### config.mk
export PLATFORM = sky130hd
export DESIGN_NAME = handshake_sender_flat
export DESIGN_NICKNAME = d
export VERILOG_FILES = /design/src/rtl/handshake_pkg.sv /design/src/rtl/handshake_sender_if.sv /design/src/rtl/handshake_sender_sync.sv /design/src/rtl/handshake_sender.sv /design/src/flat_wrapper.sv
export SDC_FILE = /design/constraint.sdc
export NUM_CORES = 1
export LEC_CHECK = 0
export BUFFER_PORTS_ARGS = -buffer_cell sky130_fd_sc_hd__buf_2
export CAP_MARGIN = 40
export CORE_MARGIN = 1.5
export CORE_UTILIZATION = 48
export CTS_CLUSTER_DIAMETER = 40
export CTS_CLUSTER_SIZE = 30
export DETAILED_ROUTE_END_ITERATION = 8
export PLACE_DENSITY = 0.82
export SLEW_MARGIN = 20
export SYNTH_ARGS = -nofsm -noshare
export SYNTH_HDL_FRONTEND = slang
export SYNTH_SLANG_ARGS = --single-unit
### constraint.sdc
create_clock -name clk -period 2 [get_ports clk]
set_clock_uncertainty 0.05 [all_clocks]
set_input_delay 0.4 -clock clk [delete_from_list [all_inputs] [get_ports clk]]
set_output_delay 0.4 -clock clk [all_outputs]
set_load 0.005 [all_outputs]
### src/rtl/handshake_pkg.sv
// Shared definitions for the four-phase handshake sender: FSM state encoding
// and a ceiling-log2 helper for sizing counters.
package handshake_pkg;

    typedef enum logic [1:0] {
        DRAIN   = 2'd0,
        IDLE    = 2'd1,
        REQ     = 2'd2,
        RELEASE = 2'd3
    } state_t;

    function automatic int unsigned clog2(input int unsigned value);
        int unsigned width;
        width = 0;
        while ((32'd1 << width) < value) begin
            width = width + 1;
        end
        return (width == 0) ? 1 : width;
    endfunction

endpackage

### src/rtl/handshake_sender_if.sv
// Signal bundle between a word source, the handshake sender and the remote
// acknowledger; master is the sender side, slave is everything around it.
interface handshake_sender_if #(
    parameter int DATA_W = 8,
    parameter int DROP_W = 8
);
    logic              send;
    logic [DATA_W-1:0] data_in;
    logic              ready;
    logic              req;
    logic [DATA_W-1:0] data_out;
    logic              ack;
    logic              done;
    logic [DROP_W-1:0] dropped;
    logic              timeout;

    modport master (
        input  send, data_in, ack,
        output ready, req, data_out, done, dropped, timeout
    );

    modport slave (
        output send, data_in, ack,
        input  ready, req, data_out, done, dropped, timeout
    );
endinterface

### src/rtl/handshake_sender_sync.sv
// Multi-flop level synchronizer (EXTRA_DEPTH+2 stages) with edge detect outputs.
// Deliberately unreset so an input held through reset is already visible after it.
module handshake_sender_sync #(
    parameter int EXTRA_DEPTH = 1
) (
    input  logic clk,
    input  logic async_in,
    output logic sync_out,
    output logic rise,
    output logic fall
);
    localparam int DEPTH = EXTRA_DEPTH + 2;

    logic [DEPTH-1:0] chain_reg;
    logic             last_reg;

    always_ff @(posedge clk) begin
        chain_reg[0] <= async_in;
    end

    for (genvar gi = 1; gi < DEPTH; gi++) begin : g_stage
        always_ff @(posedge clk) begin
            chain_reg[gi] <= chain_reg[gi-1];
        end
    end

    always_ff @(posedge clk) begin
        last_reg <= chain_reg[DEPTH-1];
    end

    assign sync_out = chain_reg[DEPTH-1];
    assign rise     = chain_reg[DEPTH-1] & ~last_reg;
    assign fall     = ~chain_reg[DEPTH-1] & last_reg;
endmodule

### src/rtl/handshake_sender.sv
// Source side of a four-phase req/ack crossing. Optional transfer abort is
// enabled by defining HANDSHAKE_SENDER_TIMEOUT_EN.
module handshake_sender
    import handshake_pkg::*;
#(
    parameter int DATA_W     = 8,
    parameter int SYNC_EXTRA = 1,
    parameter int DROP_W     = 8,
    parameter int TIMEOUT    = 1023
) (
    input  logic               clk,
    input  logic               rst,
    handshake_sender_if.master bus
);
    state_t            state_reg;
    logic              req_reg;
    logic              ready_reg;
    logic              done_reg;
    logic              timeout_reg;
    logic [DATA_W-1:0] data_reg;
    logic [DROP_W-1:0] dropped_reg;
    logic              ack_s;
    logic              ack_rise_unused;
    logic              ack_fall_unused;
    logic              expired;

    handshake_sender_sync #(
        .EXTRA_DEPTH(SYNC_EXTRA)
    ) u_ack_sync (
        .clk     (clk),
        .async_in(bus.ack),
        .sync_out(ack_s),
        .rise    (ack_rise_unused),
        .fall    (ack_fall_unused)
    );

`ifdef HANDSHAKE_SENDER_TIMEOUT_EN
    localparam int unsigned CNT_W = clog2(TIMEOUT + 1);
    localparam logic [CNT_W-1:0] CNT_LAST = CNT_W'(TIMEOUT - 1);

    logic [CNT_W-1:0] cnt_reg;

    // Counts cycles spent in REQ/RELEASE; restarted on every entry to either state.
    always_ff @(posedge clk) begin
        if (rst) begin
            cnt_reg <= '0;
        end else if ((state_reg == IDLE && bus.send) || (state_reg == REQ && ack_s)) begin
            cnt_reg <= '0;
        end else begin
            cnt_reg <= cnt_reg + 1'b1;
        end
    end

    assign expired = (cnt_reg == CNT_LAST);
`else
    localparam int timeout_param_unused = TIMEOUT;
    assign expired = 1'b0;
`endif

    always_ff @(posedge clk) begin
        if (rst) begin
            state_reg   <= DRAIN;
            req_reg     <= 1'b0;
            ready_reg   <= 1'b0;
            data_reg    <= '0;
            done_reg    <= 1'b0;
            timeout_reg <= 1'b0;
            dropped_reg <= '0;
        end else begin
            done_reg    <= 1'b0;
            timeout_reg <= 1'b0;
            if (bus.send && !ready_reg && dropped_reg != {DROP_W{1'b1}}) begin
                dropped_reg <= dropped_reg + 1'b1;
            end
            case (state_reg)
                DRAIN: begin
                    if (!ack_s) begin
                        state_reg <= IDLE;
                        ready_reg <= 1'b1;
                    end
                end
                IDLE: begin
                    if (bus.send) begin
                        data_reg  <= bus.data_in;
                        req_reg   <= 1'b1;
                        ready_reg <= 1'b0;
                        state_reg <= REQ;
                    end
                end
                REQ: begin
                    if (expired) begin
                        req_reg     <= 1'b0;
                        timeout_reg <= 1'b1;
                        state_reg   <= DRAIN;
                    end else if (ack_s) begin
                        req_reg   <= 1'b0;
                        state_reg <= RELEASE;
                    end
                end
                RELEASE: begin
                    if (expired) begin
                        timeout_reg <= 1'b1;
                        state_reg   <= DRAIN;
                    end else if (!ack_s) begin
                        ready_reg <= 1'b1;
                        done_reg  <= 1'b1;
                        state_reg <= IDLE;
                    end
                end
                default: state_reg <= DRAIN;
            endcase
        end
    end

    assign bus.req      = req_reg;
    assign bus.ready    = ready_reg;
    assign bus.data_out = data_reg;
    assign bus.done     = done_reg;
    assign bus.timeout  = timeout_reg;
    assign bus.dropped  = dropped_reg;
endmodule

### src/flat_wrapper.sv
// flat-port wrapper written by rule: the top's interface ports become plain ports
module handshake_sender_flat import handshake_pkg::*;
#(
    parameter int DATA_W     = 8,
    parameter int SYNC_EXTRA = 1,
    parameter int DROP_W     = 8,
    parameter int TIMEOUT    = 1023
)
  (clk, rst, bus_send, bus_data_in, bus_ack, bus_ready, bus_req, bus_data_out, bus_done, bus_dropped, bus_timeout);
  handshake_sender_if #(.DATA_W(DATA_W), .DROP_W(DROP_W)) bus_i ();
  input  logic clk;
  input  logic rst;
  input wire logic [$bits(bus_i.send)-1:0] bus_send;
  input wire logic [$bits(bus_i.data_in)-1:0] bus_data_in;
  input wire logic [$bits(bus_i.ack)-1:0] bus_ack;
  output wire logic [$bits(bus_i.ready)-1:0] bus_ready;
  output wire logic [$bits(bus_i.req)-1:0] bus_req;
  output wire logic [$bits(bus_i.data_out)-1:0] bus_data_out;
  output wire logic [$bits(bus_i.done)-1:0] bus_done;
  output wire logic [$bits(bus_i.dropped)-1:0] bus_dropped;
  output wire logic [$bits(bus_i.timeout)-1:0] bus_timeout;
  assign bus_i.send = bus_send;
  assign bus_i.data_in = bus_data_in;
  assign bus_i.ack = bus_ack;
  assign bus_ready = bus_i.ready;
  assign bus_req = bus_i.req;
  assign bus_data_out = bus_i.data_out;
  assign bus_done = bus_i.done;
  assign bus_dropped = bus_i.dropped;
  assign bus_timeout = bus_i.timeout;
  handshake_sender #(.DATA_W(DATA_W), .SYNC_EXTRA(SYNC_EXTRA), .DROP_W(DROP_W), .TIMEOUT(TIMEOUT)) u_core (.clk(clk), .rst(rst), .bus(bus_i));
endmodule
Yosys cells after proc, flatten, opt, wreduce, memory -nomap -nowiden:

Index checks and enable logic that the tools add are counted.

* register bits: 24
* input bits: 12

* add/subtract/negate cells: 1
* equal/unequal tests: 7
* multiplexer cells: 11
* bitwise operators: 1
* reductions and logical operators: 12

Operator list (number)
* $reduce_and 3->1: 3
* $add 8x1->8 const B: 1
* $ne 8x8->1 const B: 1
* $mux 2: 3
* $ne 2x2->1 const B: 3
* $pmux 2 s3: 1
* $mux 1: 5
* $eq 2x2->1 const B: 2
* $pmux 1 s2: 2
* $reduce_bool 2->1: 2
* $reduce_or 2->1: 2
* $eq 2x1->1 const B: 1
* $logic_and 1x1->1: 2
* $logic_not 2->1: 1
* $reduce_and 2->1: 1
* $logic_not 1->1: 1
* $not 1->1: 1

Longest topological paths before layout:

Gate-level depths: netlist of run 1.

* depth after elaboration: 4
* gate-level depth with buffers: 6
* mapped depth without buffers: 6

Cells and area by module:

From an unflattened synthesis of run 1, not the netlist that was laid out.

* cells, all modules: 118
* area total of the unflattened synthesis: 1086.0 um2

By module, submodules not included
* handshake_sender: instances 1, cells each 112, area each 991.0 um2, sequential area each 420.4 um2
* handshake_sender_sync: instances 1, cells each 6, area each 95.1 um2, sequential area each 80.1 um2

Worst setup path before layout of run 1:

Ideal clock, no wire load.

* path kind: reg-to-reg
* start: register u_core.dropped_reg[2], in the netlist u_core.bus.dropped[2]
* end: register u_core.dropped_reg[5], in the netlist u_core.bus.dropped[5]
* arrival time: 1.270 ns
* data required time: 1.879 ns
* slack: 0.609 ns
* cell stages (with the launch flop): 5
* clock period less this slack: 1.391 ns
* cell sequence: dfxtp_1 -> and3_1 -> nand2_2 -> or4_1 -> a21oi_1

* cells in the longest elaborated chain, start to end: 2
* elaborated cells on any way between the ends: 3
* classes of those cells: add/sub (1); eq/ne (1); reduce/logical (1)

RTL lines
* start: declaration: line handshake_sender.sv:21 `logic [DROP_W-1:0] dropped_reg;`
* start signal: assignment: line handshake_sender.sv:73 `dropped_reg <= dropped_reg + 1'b1;`
* parallel branches: the longest is 2 deep, another holds $add 8x1->8

Several ways; the timed one is not identified.
A chain may end at the register's enable or synchronous reset.

Final worst setup path of run 1:

* start: register u_core.state_reg[1]
* end: register u_core.state_reg[1]

* cells in the longest elaborated chain, start to end: 4
* elaborated cells on any way between the ends: 10
* classes of those cells: eq/ne (6); mux (1); reduce/logical (3)

RTL lines
* start: declaration: line handshake_sender.sv:15 `state_t state_reg;`
* start signal: assignment: line handshake_sender.sv:62 `state_reg <= DRAIN;`
* start signal: assignment: line handshake_sender.sv:78 `state_reg <= IDLE;`
* start signal: assignment: line handshake_sender.sv:87 `state_reg <= REQ;`
* $eq 2x2->1 or $logic_not 2->1 (tied branches): line handshake_sender.sv:75 `case (state_reg)`
* $reduce_or 2->1 (no line)
* $ne 2x2->1 (no line)
* $reduce_and 3->1 (no line)

Parallel ways exist; a longest one is shown, timed or not.

==> results.sh, run 1 <==
export IMPL_area_delta_synth_final_pct=18.1
export IMPL_cts_inserted_buffers=3
export IMPL_ios=32
export IMPL_grt_pass1_wl_um=3220
export IMPL_finalCoreUtilization_pct=60.4
export IMPL_period_minus_slack_ns=1.68
export IMPL_drt_antenna_violating_nets=0
export IMPL_fin_crit_sh_pct=83.9
export IMPL_synth_warning_count=0
export IMPL_floorplan_core_area_um2=1980
export IMPL_vias_after_detailed_routing=931
export IMPL_yosysMostFrequentCell="sky130_fd_sc_hd__dfxtp_1"
export IMPL_synthesis_nets=136
export IMPL_fp_dieH_um=49.0
export IMPL_clockRootBuffer="sky130_fd_sc_hd__clkbuf_4"
export IMPL_initialDrtViolationCount=17
export IMPL_worst_ir_drop_vdd_uv=708
export IMPL_post_route_cells_drive_above_1_share_pct=23.8
export IMPL_count_of_flip_flops_with_a_built_in_enable_after_synthesis=0
export IMPL_multiInputGateArea_um2=492
export IMPL_grt_util_all_layers_pct=16.9
export IMPL_critical_path_cell_chain="inv_1, ha_1, nor2b_1, o31ai_1, a221oi_1"
export IMPL_startpoint_type="flip-flop"
export IMPL_cts_tree="done"
export IMPL_critical_path_top_delay_family="compound AO/OA/AOI/OAI gates"
export IMPL_globalRouteOverflowTotal=0
export IMPL_crit_path_max_incr_delay_ns=0.38
export IMPL_ctsLongestPathBuffers=2
export IMPL_hold_viol_final=0
export IMPL_final_replace_weighted_congestion=0.801
export IMPL_hold_buffer_count_at_cts=0
export IMPL_ys_seq_area_share_pct=47.4
export IMPL_insertedDiodeCount=0
export IMPL_setup_worst_path_end_class="flip-flop"
export IMPL_clkLatencyLatePin_ns=0.30
export IMPL_slowest_stage="sky130_fd_sc_hd__dfxtp_1"
export IMPL_grt_max_degree=22
export IMPL_timing_max_cap_violations=0
export IMPL_netlist_area_leader_share_pct=47.4
export IMPL_worst_setup_path_class="flip-flop to flip-flop"
export IMPL_run_status="finished, final reports clean"
export IMPL_design_die_area_um2=2400
export IMPL_synth_ff_latch_count=24
export IMPL_syn_cell_area_um2=1010
export IMPL_vias_in_the_first_global_route=776
export IMPL_cp_buffers_inverters=1
export IMPL_post_cts_resize_count=0
export IMPL_layout_area_seq_um2=480
export IMPL_crit_required_ns=2.17
export IMPL_synth_top_cell_by_area="sky130_fd_sc_hd__dfxtp_1"
export IMPL_place_hpwl_um=1470
export IMPL_drv_slew=0
export IMPL_vias_per_cell=5.35
export IMPL_drt_pass1_iter_count=4
export IMPL_grt_setup_unrepaired="false"
export IMPL_initial_antenna_violation_count=0
export IMPL_timing_setup_tns_ns=0
export IMPL_drc=0
export IMPL_number_of_i_o_port_buffers=30
export IMPL_clk_transition_reported_paths_ns=0.11
export IMPL_hp_class="primary input to flip-flop"
export IMPL_ctsHtreeMaxLevel=1
export IMPL_n_fill_cell=185
export IMPL_yosys_cell_types_count=31
export IMPL_leakagePower_nw=0.516
export IMPL_core_rows=16
export IMPL_die_width_um=49.0
export IMPL_drt_wl_total_um=2010
export IMPL_arrival_ns=1.84
export IMPL_synth_area_leaders="sky130_fd_sc_hd__dfxtp_1, sky130_fd_sc_hd__a21oi_1, sky130_fd_sc_hd__ha_1"
export IMPL_crit_path_max_fanout=12
export IMPL_power_per_cell_area_nw_per_um2=984
export IMPL_mean_area_per_synthesized_cell_um2=8.52
export IMPL_routed_wire_length_per_instance_um=11.5
export IMPL_number_of_sinks_on_the_clock_net=24
export IMPL_synth_main_ff_cell="sky130_fd_sc_hd__dfxtp_1"
export IMPL_synth_cells=119
export IMPL_highest_attainable_clock_frequency_mhz=596
export IMPL_cts_setup_buffers=0
export IMPL_nets=166
export IMPL_finalSetupViolCount=0
export IMPL_floorplan_initialDensity_pct=51.1
export IMPL_async_reset_ff_share_pct=0
export IMPL_post_synth_most_frequent_cells="sky130_fd_sc_hd__dfxtp_1, sky130_fd_sc_hd__a21oi_1, sky130_fd_sc_hd__nand2_1"
==> layer usage <==
metal,GRT usage (%),vias up,share of wire (%)
met2,28.1,25,50
met1,21.4,432,46
met3,5.52,2,4.0
li1,-,472,-
met4,3.81,0,0.50
met5,0,-,0
==> worst reg2reg max path: cells and delay by family, from the launching register on <==
family                     cells  cell delay (ns)
AOI/OAI and AO/OA              2             0.40
DFF                            1             0.38
adders and majority gates      1             0.38
and+or+nand+nor                1             0.30
buffers and inverters          1             0.09
==> final cells by class <==
| type | instances | share of cell area, % |
|---|---|---|
| Multi-Input combinational cell | 85 | 41.1 |
| Tap cell | 27 | 2.82 |
| Inverter | 5 | 1.57 |
| Sequential cell | 24 | 40.1 |
| Clock buffer | 3 | 1.88 |
| Timing Repair Buffer | 30 | 12.5 |
==> report_power, final <==
group	switching, mW	leakage [nW]	internal (mW)	total (mW)
clock	0.130	0.0138	0.0703	0.200
sequential	0.0575	0.196	0.548	0.605
combinational	0.208	0.306	0.165	0.373
total	0.396	0.516	0.783	1.18
==> final timing paths <==
path	start	end	slack (ns)	depth (start not counted)
setup / recovery	u_core.state_reg[1]$_SDFFE_PP0P_	u_core.state_reg[1]$_SDFFE_PP0P_	0.32	5
hold / removal	bus_ack	u_core.u_ack_sync.chain_reg[0]$_DFF_P_	0.14	1
setup reg to reg	u_core.state_reg[1]$_SDFFE_PP0P_	u_core.state_reg[1]$_SDFFE_PP0P_	0.32	5
hold reg to reg	u_core.u_ack_sync.chain_reg[0]$_DFF_P_	u_core.u_ack_sync.chain_reg[1]$_DFF_P_	0.29	0
==> placed cells by master, fill, tap and decap left out <==
cell type	Yosys	layout
sky130_fd_sc_hd__nor3_1	7	7
sky130_fd_sc_hd__a22oi_1	1	1
sky130_fd_sc_hd__or4_1	1	1
sky130_fd_sc_hd__nor2_1	10	10
sky130_fd_sc_hd__nand2_1	13	13
sky130_fd_sc_hd__a211oi_1	2	2
sky130_fd_sc_hd__buf_2	0	30
sky130_fd_sc_hd__or3_1	1	1
sky130_fd_sc_hd__mux2i_1	2	2
sky130_fd_sc_hd__nand4_1	1	1
sky130_fd_sc_hd__o21ai_0	2	2
sky130_fd_sc_hd__a21oi_1	15	15
sky130_fd_sc_hd__ha_1	5	5
sky130_fd_sc_hd__nand2_2	1	1
sky130_fd_sc_hd__and2b_2	1	1
sky130_fd_sc_hd__a31oi_1	1	1
sky130_fd_sc_hd__nor2b_1	1	1
sky130_fd_sc_hd__a221oi_1	1	1
sky130_fd_sc_hd__and3_1	1	1
sky130_fd_sc_hd__conb_1	1	1
sky130_fd_sc_hd__xor2_1	1	1
sky130_fd_sc_hd__dfxtp_1	24	24
sky130_fd_sc_hd__o31ai_1	2	2
sky130_fd_sc_hd__nor3b_1	1	1
sky130_fd_sc_hd__inv_1	5	5
sky130_fd_sc_hd__clkbuf_4	0	3
sky130_fd_sc_hd__xnor2_1	1	1
sky130_fd_sc_hd__nand4b_1	1	1
sky130_fd_sc_hd__o22ai_1	1	1
sky130_fd_sc_hd__nand3_1	10	10
sky130_fd_sc_hd__and4_1	1	1
==> logic make-up (layout without fill, tap and decap cells) <==
kind of cell	Yosys count	after routing	synth area share [%]
fa+ha+maj	5	5	6.17
compound gates	25	25	14.2
mux	2	2	1.98
other cells	1	1	0.370
simple gates	50	50	24.1
xor+xnor	2	2	1.73
flops	24	24	47.4
buf+inv	10	38	4.07
==> per-stage QoR <==
| step | area (µm²) | hold WS, ns | cells | setup WS, ns | total power, mW |
|---|---|---|---|---|---|
| floorplan | 1010 | 0.260 | 119 | 0.609 | 0.871 |
| global placement | 1170 | 0.264 | 171 | 0.330 | 0.967 |
| detailed placement | 1170 | 0.265 | 171 | 0.285 | 0.988 |
| CTS | 1200 | 0.134 | 174 | 0.356 | 1.18 |
| global route | 1200 | 0.128 | 174 | 0.171 | 1.25 |
| finish | 1200 | 0.140 | 174 | 0.323 | 1.18 |
(Power assumes the default switching activity.)
==> run 2: changes to the inputs <==
- ABC_AREA: default -> 1
- CORE_UTILIZATION: 48 -> 45
- PLACE_DENSITY: 0.82 -> 0.8
- clock period: 2 -> 1.5 ns (I/O delays scaled with it)
==> run 2 against run 1 <==
- critical path depth up 2
- largest power group unchanged
- first-iteration DRC count did not move
- hold slack lost 0.11 ns
- clock-buffer cell count is the same
- routed wire length rose by 2.7%
- core utilization is 1.7 points lower
- critical endpoint is now u_core.state_reg[0]$_SDFFE_PP0P_
- sequential power is 36% higher
- synthesized area grew 5.9%
- critical path type unchanged
- flip-flop and latch count is the same
- global-route usage decreased by 0.15 points
==> results.sh, run 2 <==
export IMPL_power_per_cell_area_nw_per_um2=1400
export IMPL_timing_setup_tns_ns=0
export IMPL_clkLatencyLatePin_ns=0.31
export IMPL_core_rows=17
export IMPL_fin_crit_sh_pct=90.3
export IMPL_highest_attainable_clock_frequency_mhz=739
export IMPL_synth_cells=140
export IMPL_leakagePower_nw=0.658
export IMPL_vias_after_detailed_routing=972
export IMPL_post_route_cells_drive_above_1_share_pct=29.3
export IMPL_nets=192
export IMPL_startpoint_type="flip-flop"
export IMPL_hold_viol_final=0
export IMPL_netlist_area_leader_share_pct=44.8
export IMPL_post_synth_most_frequent_cells="sky130_fd_sc_hd__nor2_1, sky130_fd_sc_hd__dfxtp_1, sky130_fd_sc_hd__nand2_1"
export IMPL_ios=32
export IMPL_design_die_area_um2=2690
export IMPL_drt_wl_total_um=2060
export IMPL_clk_transition_reported_paths_ns=0.13
export IMPL_cts_inserted_buffers=3
export IMPL_ctsLongestPathBuffers=2
export IMPL_routed_wire_length_per_instance_um=10.2
export IMPL_crit_path_max_fanout=4
export IMPL_synth_area_leaders="sky130_fd_sc_hd__dfxtp_1, sky130_fd_sc_hd__nor2_1, sky130_fd_sc_hd__nand2_1"
export IMPL_async_reset_ff_share_pct=0
export IMPL_layout_common_cells="sky130_fd_sc_hd__buf_2, sky130_fd_sc_hd__nor2_1, sky130_fd_sc_hd__dfxtp_1"
export IMPL_timing_max_cap_violations=0
export IMPL_final_replace_weighted_congestion=0.867
export IMPL_period_minus_slack_ns=1.35
export IMPL_setup_worst_path_end_class="flip-flop"
export IMPL_ys_seq_area_share_pct=44.8
export IMPL_grt_setup_unrepaired="false"
export IMPL_syn_cell_area_um2=1070
export IMPL_crit_required_ns=1.69
export IMPL_number_of_i_o_port_buffers=30
export IMPL_post_route_cell_area_um2=1310
export IMPL_cts_setup_buffers=0
export IMPL_synthesis_nets=157
export IMPL_critical_path_reg2reg_startpoint="u_core.state_reg[0]$_SDFFE_PP0P_"
export IMPL_vias_per_cell=4.81
export IMPL_synth_main_ff_cell="sky130_fd_sc_hd__dfxtp_1"
export IMPL_worst_ir_drop_vdd_uv=885
export IMPL_reg2reg_to="u_core.state_reg[0]$_SDFFE_PP0P_"
export IMPL_grt_util_all_layers_pct=16.8
export IMPL_worst_hold_path_num_cells=1
export IMPL_ctsHtreeMaxLevel=1
export IMPL_critical_path_cell_chain="inv_1, ha_1, nand2_1, nand3_1, nand2_1, nand2_1, a21oi_1"
export IMPL_mean_area_per_synthesized_cell_um2=7.67
export IMPL_worst_path_most_repeated_cell="sky130_fd_sc_hd__nand2_1"
export IMPL_worst_hold_path_endpoint="u_core.u_ack_sync.chain_reg[0]$_DFF_P_"
export IMPL_finalSetupViolCount=0
export IMPL_yosys_cell_types_count=20
export IMPL_die_width_um=51.8
export IMPL_hp_start="bus_ack"
export IMPL_cts_tree="done"
export IMPL_post_cts_resize_count=0
export IMPL_drv_slew=0
export IMPL_globalRouteOverflowTotal=0
export IMPL_grt_pass1_wl_um=3420
export IMPL_initial_antenna_violation_count=0
export IMPL_area_delta_synth_final_pct=22.1
export IMPL_floorplan_core_area_um2=2230
export IMPL_synth_ff_latch_count=24
export IMPL_vias_in_the_first_global_route=866
export IMPL_run_status="finished, final reports clean"
export IMPL_clockRootBuffer="sky130_fd_sc_hd__clkbuf_4"
export IMPL_placement_cell_area_um2=1260
export IMPL_count_of_flip_flops_with_a_built_in_enable_after_synthesis=0
export IMPL_initialDrtViolationCount=17
export IMPL_hold_buffer_count_at_cts=0
export IMPL_number_of_sinks_on_the_clock_net=24
export IMPL_yosysMostFrequentCell="sky130_fd_sc_hd__nor2_1"
export IMPL_place_hpwl_um=1620
export IMPL_insertedDiodeCount=0
export IMPL_fp_dieH_um=51.8
export IMPL_synth_top_cell_by_area="sky130_fd_sc_hd__dfxtp_1"
export IMPL_layout_commonest_cell="sky130_fd_sc_hd__buf_2"
export IMPL_hp_class="primary input to flip-flop"
export IMPL_worst_setup_path_class="flip-flop to flip-flop"
export IMPL_drt_antenna_violating_nets=0
export IMPL_crit_path_max_incr_delay_ns=0.40
export IMPL_r2r_cells=7
export IMPL_synth_warning_count=0
export IMPL_drt_pass1_iter_count=4
export IMPL_floorplan_initialDensity_pct=48.1
export IMPL_slowest_stage="sky130_fd_sc_hd__dfxtp_1"
export IMPL_drc=0
export IMPL_arrival_ns=1.55
export IMPL_r2r_slack_ns=0.15
export IMPL_grt_max_degree=16
run 2: cell count changes in the layout (fill, tap and decap cells not counted), moves of 5 or more:
cell / change
sky130_fd_sc_hd__o21ai_0: +8
sky130_fd_sc_hd__inv_1: +10
sky130_fd_sc_hd__nor3_1: -6
sky130_fd_sc_hd__nor2_1: +18
sky130_fd_sc_hd__nand2_1: +5
sky130_fd_sc_hd__nand2_2: +6
sky130_fd_sc_hd__a21oi_1: -5
run 2: final cells by class:
cell class,instances,area (µm²)
fillers,207,922
multi-input cells,99,522
flip-flops and latches,24,480
repair buffers,32,165
inverters,15,56.3
well taps,28,35.0
clock inverters,1,30.0
clock buffers,3,22.5
run 2: how the worst max path moves through the flow:
stage	from	to	slack [ns]
CTS	u_core.state_reg[1]$_SDFFE_PP0P_	u_core.bus.data_out[5]$_SDFFE_PP0P_	0.15
floorplan	u_core.bus.dropped[0]$_SDFFE_PP0P_	u_core.bus.dropped[4]$_SDFFE_PP0P_	0.28
detailed placement	u_core.state_reg[1]$_SDFFE_PP0P_	u_core.bus.data_out[5]$_SDFFE_PP0P_	0.17
global route	u_core.state_reg[1]$_SDFFE_PP0P_	u_core.bus.data_out[7]$_SDFFE_PP0P_	0.02
global placement	u_core.state_reg[0]$_SDFFE_PP0P_	u_core.state_reg[0]$_SDFFE_PP0P_	0.23
finish	u_core.state_reg[0]$_SDFFE_PP0P_	u_core.state_reg[0]$_SDFFE_PP0P_	0.15
run 2: layer usage:
layer / share of wire (%) / wire length (µm) / vias to the layer above / GRT usage [%]
li1: - / - / 508 / -
met1: 46 / 949 / 448 / 19.9
met2: 50 / 1040 / 14 / 29.7
met3: 2.8 / 58 / 2 / 2.59
met4: 0.68 / 14 / 0 / 7.02
met5: 0 / 0 / - / 0
run 2: kinds of logic after synthesis:
family,after synthesis,synth area share (%)
simple gates,71,31.5
fa+ha+maj,5,5.83
other cells,1,0.349
flops,24,44.8
compound gates,22,11.0
buf+inv,17,6.64
run 2: where the power goes:
part | switching (mW) | internal (mW) | total (mW)
combinational | 0.315 | 0.238 | 0.553
sequential | 0.0717 | 0.752 | 0.823
clock | 0.191 | 0.270 | 0.461
run 2: worst max-delay path, delay by kind of cell, from the launching register on:
family                   cells  cell delay (ns)
AO/OA/AOI/OAI                1             0.13
adder cells (fa/ha/maj)      1             0.34
buffers and inverters        1             0.09
flip-flops                   1             0.40
AND/OR/NAND/NOR              4             0.28
run 2: per-stage QoR:
step	std cells	util (%)	power, mW	hold slack [ns]	setup slack (ns)
after floorplan	140	-	1.21	0.260	0.279
after CTS	202	58.7	1.85	0.0244	0.150
after global placement	198	56.4	1.37	0.262	0.227
final	202	58.7	1.84	0.0306	0.146
after detailed placement	198	56.4	1.39	0.270	0.166
after global routing	202	58.7	1.97	0.00136	0.0170
